--- src/rtl/rv_regfile_sb_if.sv ---
// Bus bundle for rv_regfile_sb: writeback, two read ports and scoreboard issue/status.
interface rv_regfile_sb_if #(
  parameter int XLEN = 32,
  parameter int AW   = 5
);
  logic            we;
  logic [AW-1:0]   addr_d;
  logic [XLEN-1:0] data_d;
  logic [AW-1:0]   addr_a;
  logic [AW-1:0]   addr_b;
  logic [XLEN-1:0] data_a;
  logic [XLEN-1:0] data_b;
  logic            iss_v;
  logic [AW-1:0]   iss_rd;
  logic            busy_a;
  logic            busy_b;

  modport master (
    output we, addr_d, data_d, addr_a, addr_b, iss_v, iss_rd,
    input  data_a, data_b, busy_a, busy_b
  );

  modport slave (
    input  we, addr_d, data_d, addr_a, addr_b, iss_v, iss_rd,
    output data_a, data_b, busy_a, busy_b
  );
endinterface

--- src/rtl/rv_regfile_sb.sv ---
// RISC-V integer register file (x0 hardwired to zero) with a per-register pending-write scoreboard.
// Define RV_REGFILE_BYPASS_EN to forward same-cycle writeback data/busy onto the read ports.
module rv_regfile_sb #(
  parameter int XLEN = 32,
  parameter int NREG = 32,
  parameter int AW   = 5
) (
  input logic           clk,
  input logic           rst,
  rv_regfile_sb_if.slave bus
);

  logic [XLEN-1:0] regs_q [NREG-1:1];
  logic [XLEN-1:0] regs_d [NREG-1:1];
  logic [NREG-1:1] busy_q;
  logic [NREG-1:1] busy_d;
  logic            wr_ok;
  logic            iss_ok;

  // x0 and out-of-range addresses have no storage behind them.
  function automatic logic addr_ok(input logic [AW-1:0] a);
    return (a != '0) && (int'(a) < NREG);
  endfunction

  function automatic logic [XLEN-1:0] rd_data(input logic [AW-1:0] a);
    return addr_ok(a) ? regs_q[a] : '0;
  endfunction

  function automatic logic rd_busy(input logic [AW-1:0] a);
    return addr_ok(a) ? busy_q[a] : 1'b0;
  endfunction

  always_comb begin
    wr_ok  = bus.we && addr_ok(bus.addr_d);
    iss_ok = bus.iss_v && addr_ok(bus.iss_rd);
    regs_d = regs_q;
    busy_d = busy_q;
    if (wr_ok) begin
      regs_d[bus.addr_d] = bus.data_d;
      busy_d[bus.addr_d] = 1'b0;
    end
    // Applied after the clear: a new issue to the register being written back stays pending.
    if (iss_ok) begin
      busy_d[bus.iss_rd] = 1'b1;
    end
  end

  always_ff @(posedge clk or negedge rst) begin
    if (!rst) begin
      regs_q <= '{default: '0};
      busy_q <= '0;
    end else begin
      regs_q <= regs_d;
      busy_q <= busy_d;
    end
  end

  always_comb begin
    bus.data_a = rd_data(bus.addr_a);
    bus.busy_a = rd_busy(bus.addr_a);
`ifdef RV_REGFILE_BYPASS_EN
    // Gated by rst so the forward path cannot leak data while reset holds the outputs at zero.
    if (rst && wr_ok && (bus.addr_d == bus.addr_a)) begin
      bus.data_a = bus.data_d;
      bus.busy_a = iss_ok && (bus.iss_rd == bus.addr_a);
    end
`endif
  end

  always_comb begin
    bus.data_b = rd_data(bus.addr_b);
    bus.busy_b = rd_busy(bus.addr_b);
`ifdef RV_REGFILE_BYPASS_EN
    if (rst && wr_ok && (bus.addr_d == bus.addr_b)) begin
      bus.data_b = bus.data_d;
      bus.busy_b = iss_ok && (bus.iss_rd == bus.addr_b);
    end
`endif
  end

endmodule

--- src/flat_wrapper.sv ---
// flat-port wrapper written by rule: the top's interface ports become plain ports
module rv_regfile_sb_flat 
#(
  parameter int XLEN = 32,
  parameter int NREG = 32,
  parameter int AW   = 5
)
  (clk, rst, bus_we, bus_addr_d, bus_data_d, bus_addr_a, bus_addr_b, bus_iss_v, bus_iss_rd, bus_data_a, bus_data_b, bus_busy_a, bus_busy_b);
  rv_regfile_sb_if #(.XLEN(XLEN), .AW(AW)) bus_i ();
  input logic clk;
  input logic rst;
  input wire logic [$bits(bus_i.we)-1:0] bus_we;
  input wire logic [$bits(bus_i.addr_d)-1:0] bus_addr_d;
  input wire logic [$bits(bus_i.data_d)-1:0] bus_data_d;
  input wire logic [$bits(bus_i.addr_a)-1:0] bus_addr_a;
  input wire logic [$bits(bus_i.addr_b)-1:0] bus_addr_b;
  input wire logic [$bits(bus_i.iss_v)-1:0] bus_iss_v;
  input wire logic [$bits(bus_i.iss_rd)-1:0] bus_iss_rd;
  output wire logic [$bits(bus_i.data_a)-1:0] bus_data_a;
  output wire logic [$bits(bus_i.data_b)-1:0] bus_data_b;
  output wire logic [$bits(bus_i.busy_a)-1:0] bus_busy_a;
  output wire logic [$bits(bus_i.busy_b)-1:0] bus_busy_b;
  assign bus_i.we = bus_we;
  assign bus_i.addr_d = bus_addr_d;
  assign bus_i.data_d = bus_data_d;
  assign bus_i.addr_a = bus_addr_a;
  assign bus_i.addr_b = bus_addr_b;
  assign bus_i.iss_v = bus_iss_v;
  assign bus_i.iss_rd = bus_iss_rd;
  assign bus_data_a = bus_i.data_a;
  assign bus_data_b = bus_i.data_b;
  assign bus_busy_a = bus_i.busy_a;
  assign bus_busy_b = bus_i.busy_b;
  rv_regfile_sb #(.XLEN(XLEN), .NREG(NREG), .AW(AW)) u_core (.clk(clk), .rst(rst), .bus(bus_i));
endmodule
--- config.mk ---
export PLATFORM = sky130hd
export DESIGN_NAME = rv_regfile_sb_flat
export DESIGN_NICKNAME = d
export VERILOG_FILES = /design/src/rtl/rv_regfile_sb_if.sv /design/src/rtl/rv_regfile_sb.sv /design/src/flat_wrapper.sv
export SDC_FILE = /design/constraint.sdc
export NUM_CORES = 2
export LEC_CHECK = 0
export CORE_MARGIN = 2
export CORE_UTILIZATION = 58
export DETAILED_ROUTE_END_ITERATION = 8
export DONT_BUFFER_PORTS = 1
export PLACE_DENSITY = 0.85
export SKIP_LAST_GASP = 1
export SLEW_MARGIN = 20
export SYNTH_ARGS = -nofsm -noshare
export SYNTH_HDL_FRONTEND = slang
export SYNTH_SLANG_ARGS = --single-unit
--- constraint.sdc ---
create_clock -name clk -period 1.95 [get_ports clk]
set_input_delay 0.2925 -clock clk [delete_from_list [all_inputs] [get_ports clk]]
set_output_delay 0.2925 -clock clk [all_outputs]
set_load 0.1 [all_outputs]
-- Word-level counts from Yosys, hierarchy flattened
Cells that the tools add are included.
- flip-flop bits (word level): 1023
- input bits: 56
- magnitude comparators: 6
- muxes and demuxes: 21
- bitwise logic cells: 3
- reduce and logical (&&, ||, !) cells: 8
- operators by type and width (kind ; count):
    992-bit bitwise mux ; 1
    32-bit binary-select mux with 5-bit select ; 2
    32-bit demux with 5-bit select ; 1
    32-bit 2-to-1 mux ; 5
    31-bit 2-to-1 mux ; 2
    31-bit bitwise AND ; 1
    31-bit inverter ; 1
    31-bit bitwise OR ; 1
    5-bit by 6-bit less-than comparator with 1-bit output, second input constant ; 4
    5-bit nonzero test ; 4
    1-bit binary-select mux with 5-bit select ; 2
    1-bit demux with 5-bit select ; 2
    5-bit by 1-bit >= comparator with 1-bit output, second input constant ; 2
    1-bit 2-to-1 mux ; 6
    1-bit logical AND ; 4

-- Depth between registers and ports, before layout
- depth in word-level cells: 9
- gate-level depth with buffers: 9
- gate-level depth less buffers: 4

-- Worst setup path after synthesis
OpenSTA, ideal clock, no wires.
- path kind: input-to-output
- start: input port bus_addr_a[0]
- end: output port bus_data_a[31]
- data arrival time: 4500 ps
- data required time: 1657 ps
- path slack: -2842 ps
- stages: 7
- buffers on the path: 4
- cell sequence: buf_2 -> buf_2 -> buf_4 -> buf_2 -> a22oi_1 -> o2111a_1 -> nor4b_1
- cells in the longest elaborated chain, start to end: 3
- RTL lines (element ; line ; text):
    start: declaration ; flat_wrapper.sv:15 ; input wire logic [$bits(bus_i.addr_a)-1:0] bus_addr_a;
    32-bit binary-select mux with 5-bit select ; rv_regfile_sb.sv:26 ; return addr_ok(a) ? regs_q[a] : '0;
    32-bit 2-to-1 mux (not written as such) ; rv_regfile_sb.sv:26 ;
    32-bit 2-to-1 mux (*) ; rv_regfile_sb.sv:26 ;
    end: declaration ; flat_wrapper.sv:19 ; output wire logic [$bits(bus_i.data_a)-1:0] bus_data_a;
Mark *: on every way between the ends. The rest lies on a longest branch, timed or not. The select of a mux whose other input is x is not followed.

-- Final worst setup path
- start: input port bus_addr_b[0]
- end: output port bus_data_b[2]
- cells in the longest elaborated chain, start to end: 3
- RTL lines (element ; line ; text):
    start: declaration ; flat_wrapper.sv:16 ; input wire logic [$bits(bus_i.addr_b)-1:0] bus_addr_b;
    32-bit binary-select mux with 5-bit select ; rv_regfile_sb.sv:26 ;
    32-bit 2-to-1 mux (not written as such) ; rv_regfile_sb.sv:26 ;
    32-bit 2-to-1 mux (*) ; rv_regfile_sb.sv:26 ;
    end: declaration ; flat_wrapper.sv:20 ; output wire logic [$bits(bus_i.data_b)-1:0] bus_data_b;
Marks and branches as above.

==> flow_metrics.env <==
export IMPL_outcome="complete, but fails checks"
export IMPL_violations="hold timing, setup timing"
export IMPL_finalWorstSetupSlack_ns=-0.8927
export IMPL_cts_max_level=3
export IMPL_fill_cells=5663
export IMPL_yosys_warnings=0
export IMPL_netlist_area_sq_mm=0.05496
export IMPL_worstPathRequired_ns=1.66
export IMPL_clock_path_buffers=3
export IMPL_drive_above_1_share_pct=47.51
export IMPL_finalSetupViolCount=66
export IMPL_grt_ovfl_total=0
export IMPL_grt_pass1_vias=43290
export IMPL_yosys_register_bits=1023
export IMPL_grt_max_degree=1024
export IMPL_drtPass1Iterations=6
export IMPL_antenna_left=0
export IMPL_root_buffer="clkbuf_16"
export IMPL_synthTopCellsByArea="dfrtp_1 47%, mux2_2 22%, mux2i_1 11%"
export IMPL_syn_inst=4233
export IMPL_clkSinkCount=1023
export IMPL_post_drt_wl_per_cell_um=32.96
export IMPL_worstReg2RegStart="u_core.regs_q[459]$_DFFE_PN0P_"
export IMPL_grt_antenna_before_repair=5
export IMPL_tightest_slew_ns=1.252
export IMPL_cts_tree="built"
export IMPL_p_leak_nw=29.48
export IMPL_hold_ws_ns=-0.2300
export IMPL_synth_cell_types=41
export IMPL_path_class="in2out"
export IMPL_fmax_mhz=351.8
export IMPL_rows=112
export IMPL_area_growth_pct=20.63
export IMPL_grtUsageTotal_pct=37.34
export IMPL_fin_util_pct=70.82
export IMPL_dr_first_iter_drc_count=5525
export IMPL_dp_cells=5402
export IMPL_critPathMaxFanout=367
export IMPL_rrSetupSlack_ns=0.92
export IMPL_r2r_end="u_core.regs_q[459]$_DFFE_PN0P_"
export IMPL_final_cells=5679
export IMPL_slew_headroom_pct=16.57
export IMPL_drc_errors=0
export IMPL_ys_seq_area_share_pct=46.58
export IMPL_crit_path_end_kind="output pin"
export IMPL_rsz0062_at_grt="true"
export IMPL_fp_dieArea_sq_mm=0.09723
export IMPL_hold_viol=207
export IMPL_fin_crit_sh_pct=145.8
export IMPL_setup_tns_ns=-45.79
export IMPL_core_sq_mm=0.09361
export IMPL_routed_wl_um=187200
export IMPL_die_y_um=311.8
export IMPL_nNetsFinal=4386
export IMPL_pwr_density_cell_mw_per_mm2=1018
export IMPL_irDropWorstVdd_uv=1062
export IMPL_clk_latency_ns=0.71
export IMPL_skew_ns=0
export IMPL_startpoint="bus_addr_b[0]"
export IMPL_total_power_mw=67.47
export IMPL_vias_per_cell=7.400
export IMPL_multiInputGateArea_sq_mm=0.02954
export IMPL_vias=42022
export IMPL_cp_start_kind="primary input"
export IMPL_period_needed_ns=2.843
export IMPL_synth_avg_cell_area_sq_um=12.98
export IMPL_hold_path_class="in2async"
export IMPL_r2r_cells=3
export IMPL_yosysTopAreaCell="dfrtp_1"
export IMPL_port_buffer_count=0
export IMPL_dp_hpwl_um=102000
export IMPL_die_x_um=311.8
export IMPL_maxCapViolations=0
export IMPL_crit_arrival_ns=2.55
export IMPL_gp_congestion=0.8667
export IMPL_syn_nets=4289
export IMPL_final_max_slew_viol_count=0
export IMPL_regArea_sq_mm=0.02560
export IMPL_cts_made_buffers=107
export IMPL_initial_utilization_pct=58.71
export IMPL_path_clk_slew_ns=0.06
export IMPL_grt_pass1_wl_um=275300
export IMPL_netlist_area_leader_share_pct=46.58
export IMPL_ios=122
## cells in the mapped netlist
| master | n |
|---|---|
| or3b_2 | 1 |
| o2bb2ai_1 | 3 |
| nand4_1 | 3 |
| mux2_2 | 1085 |
| buf_6 | 3 |
| a22oi_1 | 66 |
| or3_1 | 34 |
| a221oi_1 | 32 |
| o22ai_1 | 308 |
| or2_2 | 5 |
| a21oi_1 | 33 |
| mux4_2 | 132 |
| nor2b_1 | 51 |
| nand2_1 | 21 |
| nor4b_1 | 1 |
| and2_1 | 4 |
| nor2_1 | 14 |
| mux2i_1 | 595 |
| nor3_2 | 3 |
| o2111a_1 | 1 |
| a22o_1 | 9 |
| buf_2 | 182 |
| a32o_1 | 2 |
| inv_1 | 13 |
| nand4b_1 | 2 |
| nand3_1 | 9 |
| nand3b_1 | 3 |
| and3_1 | 2 |
| buf_4 | 16 |
| clkbuf_1 | 233 |
| nor3b_1 | 1 |
| buf_1 | 19 |
| a211oi_1 | 65 |
| and3b_1 | 2 |
| nand2b_1 | 12 |
| dfrtp_1 | 1023 |
| nor4_1 | 33 |
| a221o_1 | 33 |
| o21ai_0 | 8 |
| mux2_1 | 39 |
| nor3_1 | 132 |
## report_power, final
part	switching (mW)	internal [mW]	total, mW
sequential	3.56	25.4	29.0
combinational	7.86	9.00	16.9
clock	9.27	12.4	21.6
total	20.7	46.8	67.5
## metal layers
layer  vias up  global-route usage (%)  wire (um)
met4         4                   23.26      13680
met1     21448                   46.78      66420
met3       967                   10.46      22190
met2      3286                   57.49      84870
met5         -                       0         28
li1      16317                       -          -
## state kept, by name, indices dropped and copies added, names as in the netlist
name and count:
u_core.busy_q 31, u_core.regs_q 992
## logic make-up after synthesis
logic type	synth area share, %
AO/OA/AOI/OAI	7.028
buffers and inverters	3.747
flip-flops	46.58
multiplexers	39.28
AND/OR/NAND/NOR	3.367
## timing repair
item,in CTS,in global routing
resized for setup,149,21
setup buffers,39,8
endpoints found under the setup margin,66,405
hold endpoints to repair,2046,235
hold buffers,42,6
pin swaps,107,27
gates cloned,0,2
## worst max-delay path: stages
cell     delay (ns)
and2_2         0.52
buf_4          0.21
a22oi_1        0.26
a21oi_2        0.15
nor4_4         0.48
buf_16         0.23
## final cells by class
type,instances,share of cell area [%]
multi-input cells,2744,44.56
flip-flops and latches,1023,38.61
repair buffers,441,8.827
clock buffers,148,4.620
well taps,1254,2.367
clock inverters,53,0.9248
inverters,13,0.07360
diodes,3,0.01132
## metrics by stage
| stage | worst slack (ns) | cell area [sq um] |
|---|---|---|
| final | -0.8927 | 66300 |
| after global routing | -0.8124 | 66300 |
| after CTS | -0.7559 | 65890 |
| after detailed placement | -0.4753 | 60990 |
| after global placement | -0.4075 | 60990 |
| after floorplan | -0.6941 | 56470 |
## worst max path at each step
stage / end / slack (ns)
floorplan: bus_data_b[24] / -0.69
global placement: bus_data_a[1] / -0.41
detailed placement: bus_data_a[1] / -0.48
CTS: bus_data_a[22] / -0.76
global route: bus_data_b[1] / -0.81
finish: bus_data_b[2] / -0.89
## placed cells by master, fill, tap and decap left out, drive strengths merged, types with 3 or more instances in the layout
master	count
mux2	1124
dfrtp	1023
mux2i	595
buf	411
o22ai	308
clkbuf	150
nor3	135
mux4	132
a22oi	66
a211oi	65
nor2b	51
clkinv	34
or3	34
a221o	33
nor4	33
a21oi	33
a221oi	32
dlygate4sd3	28
nand2	21
inv	17
nor2	14
nand2b	12
bufinv	10
a22o	9
nand3	9
o21ai	8
clkinvlp	5
or2	5
and2	4
diode	3
nand4	3
o2bb2ai	3
nand3b	3
Note: power is estimated with default switching activity, not from simulation.
